==> src/rtl/uart_tx_arbiter_pkg.sv <==
// Shared types and defaults for the two-port UART transmit arbiter.
// Holds the sequencer state encoding and default FIFO depth / timeout.
package uart_tx_arbiter_pkg;

  typedef enum logic [1:0] {
    IDLE  = 2'd0,
    ISSUE = 2'd1,
    BUSY  = 2'd2
  } state_t;

  localparam int DEPTH_DEF   = 4;
  localparam int TIMEOUT_DEF = 200000;

endpackage

==> src/rtl/sync_byte_fifo.sv <==
// Synchronous byte FIFO, power-of-two depth, first-word fall-through.
// Ports: push/push_data in, pop in, pop_data = head, full/empty/count.
module sync_byte_fifo
  import uart_tx_arbiter_pkg::*;
#(
  parameter int DEPTH = DEPTH_DEF
) (
  input  logic                   sysclk,
  input  logic                   reset,
  input  logic                   push,
  input  logic [7:0]             push_data,
  input  logic                   pop,
  output logic [7:0]             pop_data,
  output logic                   full,
  output logic                   empty,
  output logic [$clog2(DEPTH):0] count
);

  localparam int AW = $clog2(DEPTH);

  logic [7:0]    mem [DEPTH];
  logic [AW-1:0] wr_ptr;
  logic [AW-1:0] rd_ptr;
  logic          do_push;
  logic          do_pop;

  assign full     = count == (AW+1)'(DEPTH);
  assign empty    = count == '0;
  assign do_push  = push && !full;
  assign do_pop   = pop && !empty;
  assign pop_data = mem[rd_ptr];

  // Pointers wrap naturally because DEPTH is a power of two.
  always_ff @(posedge sysclk) begin
    if (!reset) begin
      wr_ptr <= '0;
      rd_ptr <= '0;
      count  <= '0;
    end else begin
      if (do_push) wr_ptr <= wr_ptr + 1'b1;
      if (do_pop)  rd_ptr <= rd_ptr + 1'b1;
      case ({do_push, do_pop})
        2'b10:   count <= count + 1'b1;
        2'b01:   count <= count - 1'b1;
        default: count <= count;
      endcase
    end
  end

  always_ff @(posedge sysclk) begin
    if (do_push) mem[wr_ptr] <= push_data;
  end

endmodule

==> src/rtl/uart_tx_arbiter.sv <==
// Round-robin arbiter of two byte requesters feeding one UART sender.
// Ports: req0/req1 valid-ready, tx_* sender side, busy, count, timeout.
module uart_tx_arbiter
  import uart_tx_arbiter_pkg::*;
#(
  parameter int DEPTH       = DEPTH_DEF,
  parameter int TIMEOUT_CYC = TIMEOUT_DEF
) (
  input  logic                   sysclk,
  input  logic                   reset,
  input  logic                   req0_valid,
  input  logic [7:0]             req0_data,
  output logic                   req0_ready,
  input  logic                   req1_valid,
  input  logic [7:0]             req1_data,
  output logic                   req1_ready,
  output logic [7:0]             tx_data,
  output logic                   tx_trigger,
  output logic                   tx_enable,
  input  logic                   tx_finish,
  output logic                   busy,
  output logic [$clog2(DEPTH):0] fifo_count,
  output logic                   timeout_err,
  input  logic                   err_clr
);

  localparam int CW = $clog2(TIMEOUT_CYC);

  state_t        state;
  state_t        state_nx;
  logic          rr;
  logic          grant0;
  logic          grant1;
  logic          push;
  logic          pop;
  logic          tmo;
  logic          full;
  logic          empty;
  logic [7:0]    push_data;
  logic [7:0]    head;
  logic [CW-1:0] cnt;

  // rr only breaks ties; a lone valid requester always wins.
  assign grant0 = req0_valid && (!req1_valid || !rr);
  assign grant1 = req1_valid && (!req0_valid || rr);

  assign req0_ready = reset && grant0 && !full;
  assign req1_ready = reset && grant1 && !full;

  assign push      = (req0_valid && req0_ready)
                  || (req1_valid && req1_ready);
  assign push_data = req0_ready ? req0_data : req1_data;

  assign tx_enable = reset;
  assign busy      = state != IDLE;

  sync_byte_fifo #(
    .DEPTH(DEPTH)
  ) u_fifo (
    .sysclk   (sysclk),
    .reset    (reset),
    .push     (push),
    .push_data(push_data),
    .pop      (pop),
    .pop_data (head),
    .full     (full),
    .empty    (empty),
    .count    (fifo_count)
  );

  always_ff @(posedge sysclk) begin
    if (!reset) state <= IDLE;
    else        state <= state_nx;
  end

  always_comb begin
    state_nx = state;
    pop      = 1'b0;
    tmo      = 1'b0;
    unique case (state)
      IDLE: begin
        if (!empty) state_nx = ISSUE;
      end
      ISSUE: begin
        pop      = 1'b1;
        state_nx = BUSY;
      end
      BUSY: begin
        if (tx_finish) begin
          state_nx = IDLE;
        end else if (cnt == CW'(TIMEOUT_CYC - 1)) begin
          tmo      = 1'b1;
          state_nx = IDLE;
        end
      end
      default: state_nx = IDLE;
    endcase
  end

  always_ff @(posedge sysclk) begin
    if (!reset) begin
      tx_data     <= 8'h00;
      tx_trigger  <= 1'b0;
      cnt         <= '0;
      timeout_err <= 1'b0;
      rr          <= 1'b0;
    end else begin
      if (pop) begin
        tx_data    <= head;
        tx_trigger <= ~tx_trigger;
      end
      if (pop)                cnt <= '0;
      else if (state == BUSY) cnt <= cnt + 1'b1;
      // A timeout in the same cycle as a clear keeps the flag set.
      if (tmo)          timeout_err <= 1'b1;
      else if (err_clr) timeout_err <= 1'b0;
      // Point at whoever lost, so the next tie goes the other way.
      if (push) rr <= grant0;
    end
  end

endmodule

==> config.mk <==
export PLATFORM = sky130hd
export DESIGN_NAME = uart_tx_arbiter
export DESIGN_NICKNAME = d
export VERILOG_FILES = /design/src/rtl/uart_tx_arbiter_pkg.sv /design/src/rtl/sync_byte_fifo.sv /design/src/rtl/uart_tx_arbiter.sv
export SDC_FILE = /design/constraint.sdc
export NUM_CORES = 1
export LEC_CHECK = 0
export BUFFER_PORTS_ARGS = -buffer_cell sky130_fd_sc_hd__clkbuf_2
export CAP_MARGIN = 40
export CORE_ASPECT_RATIO = 1.4
export CORE_MARGIN = 2
export CORE_UTILIZATION = 57
export CTS_CLUSTER_DIAMETER = 50
export DETAILED_ROUTE_END_ITERATION = 7
export HOLD_SLACK_MARGIN = 0.08
export PLACE_DENSITY = 0.78
export SETUP_SLACK_MARGIN = 0.5
export SLEW_MARGIN = 20
export SYNTH_ARGS = -nofsm -noshare
export SYNTH_HDL_FRONTEND = slang
export SYNTH_HIERARCHICAL = 1
export SYNTH_SLANG_ARGS = --single-unit
==> constraint.sdc <==
create_clock -name sysclk -period 3.5 [get_ports sysclk]
set_clock_uncertainty 0.15 [all_clocks]
set_input_delay 0.7 -clock sysclk [delete_from_list [all_inputs] [get_ports sysclk]]
set_output_delay 0.7 -clock sysclk [all_outputs]
set_load 0.03 [all_outputs]
==> summary.txt <==
Timing
  • RSZ-0062 raised after global routing: no
  • Crit path time final: roughly 2.8 ns
  • Worst-Margin Slew: 0.587 ns
  • Setup-failing EPs final: 0
  • Fin. Hold Viols: 0
  • Final Cycle Share: 80.8%
  • Setup_tns: 0 ns
  • Setup slack after layout: 0.673 ns
  • Slew headroom: 60.8%
  • Fmax: 0.354 GHz
  • Max Slew Vio Count: 0

Worst hold path
  • Worst hold path class: reg2reg
  • WHS Endpoint: tx_data[7]$_SDFFE_PN0P_
  • Hold path cells: 2
  • Min-delay src: tx_data[7]$_SDFFE_PN0P_

Final layout
  • Most frequent cells in the layout: dfxtp_1 (38), clkbuf_2 (38), nand2_1 (32), edfxtp_1 (32), nor2_1 (13)
  • Layout Cells excl Fill: 378
  • Ant. Diodes: 0
  • Share of cells above drive strength 1: about 29%
  • P&R area growth vs syn: 15.3%
  • # nets final: 336
  • Filler cells: between 400 and 500

Logic synthesis
  • Sequential share of the synthesized area: a little under three fifths
  • Synth Cell Area: 0.00311 sq mm
  • Synth Warn #: 6
  • Area contributors post-synth: edfxtp_1 (31%), dfxtp_1 (26%), mux4_2 (5.8%)
  • Post-Syn Instances: 264
  • Netlist cell types: 48
  • EDFF count, synth: 32
  • Net Count, Synth: 293
  • Synth Area per Inst: 11.8 sq um
  • Seq cells post-synth: a little over 70
  • Ys async rst share: 0%
  • Top cell type's share of synthesized area: 30.9%
  • Top FF cell, synth: dfxtp_1
  • Area leader, netlist: edfxtp_1

CTS
  • CTS Buffer Depth: 2
  • Clock latency on the worst-skew pair: 0.35 ns
  • H-tree Lvls: 3
  • CTS buffer count: 9
  • CTS tree: built
  • Clk sink count: 72
  • CTS clk-pin slew, worst paths: 0.08 ns
  • Root buffer cell: clkbuf_8

GRT
  • Number of global-route vias before repair: 2,076
  • Global-route wire length before repair: just over 9000 um
  • Largest net degree at the start of global routing: 25
  • Global-route usage over all layers: 20.4%
  • Grt ovf: 0
  • Initial antenna violation count: 0

Floorplan
  • Core box area: 0.00524 sq mm
  • Die Footprint: 0.00607 sq mm
  • Initial Utilization: 59.4%
  • Die Wd: 66.4 um
  • I/O Pins: 39
  • Die height: 91.4 um
  • Row Count: 31

Route
  • TritonRoute pass-1 iters: 4
  • WL final: around 5600 um
  • DR vias: 2,071
  • Initial DRC count: 102
  • DR DRC count: 0
  • Routed wire per std cell: roughly 15 um
  • Post-route ant nets: 0
  • Routed vias/inst: 5.48

Placement
  • Routability congestion estimate: 0.722
  • Dpl cells: roughly 360
  • Setup WS pre-CTS: between 0.4 and 0.5 ns
  • DPL Wire Length: 3870 um
  • PortBufs: 38

Worst setup path
  • Worst Path Required: ~3.6 ns
  • Worst r2r dst: u_fifo/count[2]$_SDFFE_PN0P_
  • Critical path arrival: 2.95 ns
  • FF-to-FF path depth: 13
  • Critical path class: reg2reg
  • R2r startpoint: u_fifo/count[0]$_SDFFE_PN0P_
  • Setup crit end kind: flip-flop
  • CP startpoint kind: flip-flop
  • Worst-path fanout max: 10
  • Reg2Reg Setup Slack: 0.67 ns

Run
  • # Max-Cap Violations: 0

Power and ir drop
  • Maximum vdd drop: around 0.33 mV
  • Power Density: between 500 and 600 mW/mm^2
  • Static leakage: 0.00131 uW

Outcome
  • Status: completed
## flip-flops by register name (all words and copies together), names as in the netlist, named ones only
name,flops
u_fifo/mem,32
cnt,18
tx_data,8
u_fifo/count,3
state,2
u_fifo/rd_ptr,2
u_fifo/wr_ptr,2
rr,1
timeout_err,1
tx_trigger,1
## area by class of cell
cell class	instances	area [sq um]	share of cell area, %
clock buffer	9	124	3.45
timing repair buffer	42	220	6.14
multi-input combinational	169	1270	35.3
tap	66	82.6	2.30
sequential	72	1760	49.2
clock inverter	7	80.1	2.23
inverter	13	48.8	1.36
## worst max-delay path, cell delays in order, from the launching register on
cell      delay (ns)
dfxtp_1         0.37
nor3b_2         0.24
nor2b_1         0.09
nand2_1         0.11
a21oi_4         0.08
or2_2           0.30
nor2b_1         0.16
inv_2           0.05
ha_1            0.17
inv_1           0.06
fa_1            0.37
xor2_1          0.16
or3_1           0.32
a21boi_1        0.14
## power by group
part	switching, uW	internal [uW]	leakage (uW)	total, uW
Sequential	35.6	932	0.000617	967
Clock	320	335	0.0000960	655
Combinational	167	106	0.000597	272
Total	523	1370	0.00131	1890
## logic make-up after synthesis
group / count (synthesis) / share of synthesized area [%]
AND/OR/NAND/NOR: 96 / 17.2
flip-flops: 72 / 56.6
AO/OA/AOI/OAI: 34 / 6.84
buffers and inverters: 23 / 2.98
multiplexers: 19 / 9.65
XOR/XNOR: 13 / 3.66
adder cells (fa/ha/maj): 7 / 3.06
## layer usage
metal	up-vias	share of wire [%]	track usage, %
met3	11	3.1	4.83
met4	0	2.6	10.9
li1	1030	-	-
met2	34	53	34.8
met5	-	0	0
met1	996	42	23.0
## through the flow
step / util [%] / area, sq um / hold WS, ns / power, uW
finish: 68.5 / 3590 / 0.309 / 1890
global route: 68.5 / 3590 / 0.339 / 1980
CTS: 68.3 / 3580 / 0.314 / 1910
detailed placement: 64.4 / 3370 / 0.304 / 1260
global placement: 64.4 / 3370 / 0.304 / 1250
floorplan: - / 3120 / 0.303 / 1180
## cells in the mapped netlist, types with 2 or more instances
cell and n:
edfxtp_1 32, or4b_2 2, or2_2 3, buf_2 2, nand2_1 32, clkbuf_1 7, xnor2_1 6, nand3b_1 2
mux2i_1 3, and2_1 7, a21boi_1 2, nor3_1 3, xor2_1 7, nand4_1 5, inv_1 12, o21ai_0 11
o2111ai_1 2, mux2_2 8, or4_1 2, nand3_1 3, dfxtp_1 40, ha_1 6, mux4_2 8, or3_1 6
a21oi_1 8, a21boi_0 7, nor2b_1 5, nor2_1 13
## worst max-delay path by stage
stage | startpoint | end | depth (start not counted)
2_1_floorplan | reset | u_fifo/count[2]$_SDFFE_PN0P_ | 13
3_3_place_gp | reset | u_fifo/count[2]$_SDFFE_PN0P_ | 13
3_5_place_dp | reset | u_fifo/count[2]$_SDFFE_PN0P_ | 13
4_1_cts | u_fifo/count[0]$_SDFFE_PN0P_ | u_fifo/count[2]$_SDFFE_PN0P_ | 13
5_1_grt | u_fifo/count[0]$_SDFFE_PN0P_ | u_fifo/count[2]$_SDFFE_PN0P_ | 13
6_report | u_fifo/count[0]$_SDFFE_PN0P_ | u_fifo/count[2]$_SDFFE_PN0P_ | 13
## what timing repair did
| action | 4_1_cts | 5_1_grt |
|---|---|---|
| resized for setup | 0 | 1 |
| endpoints found under the setup margin | 0 | 1 |
| buffers inserted | 0 | 1 |
| hold buffers | 0 | 0 |
No activity file was read; power rests on OpenSTA's default activity.
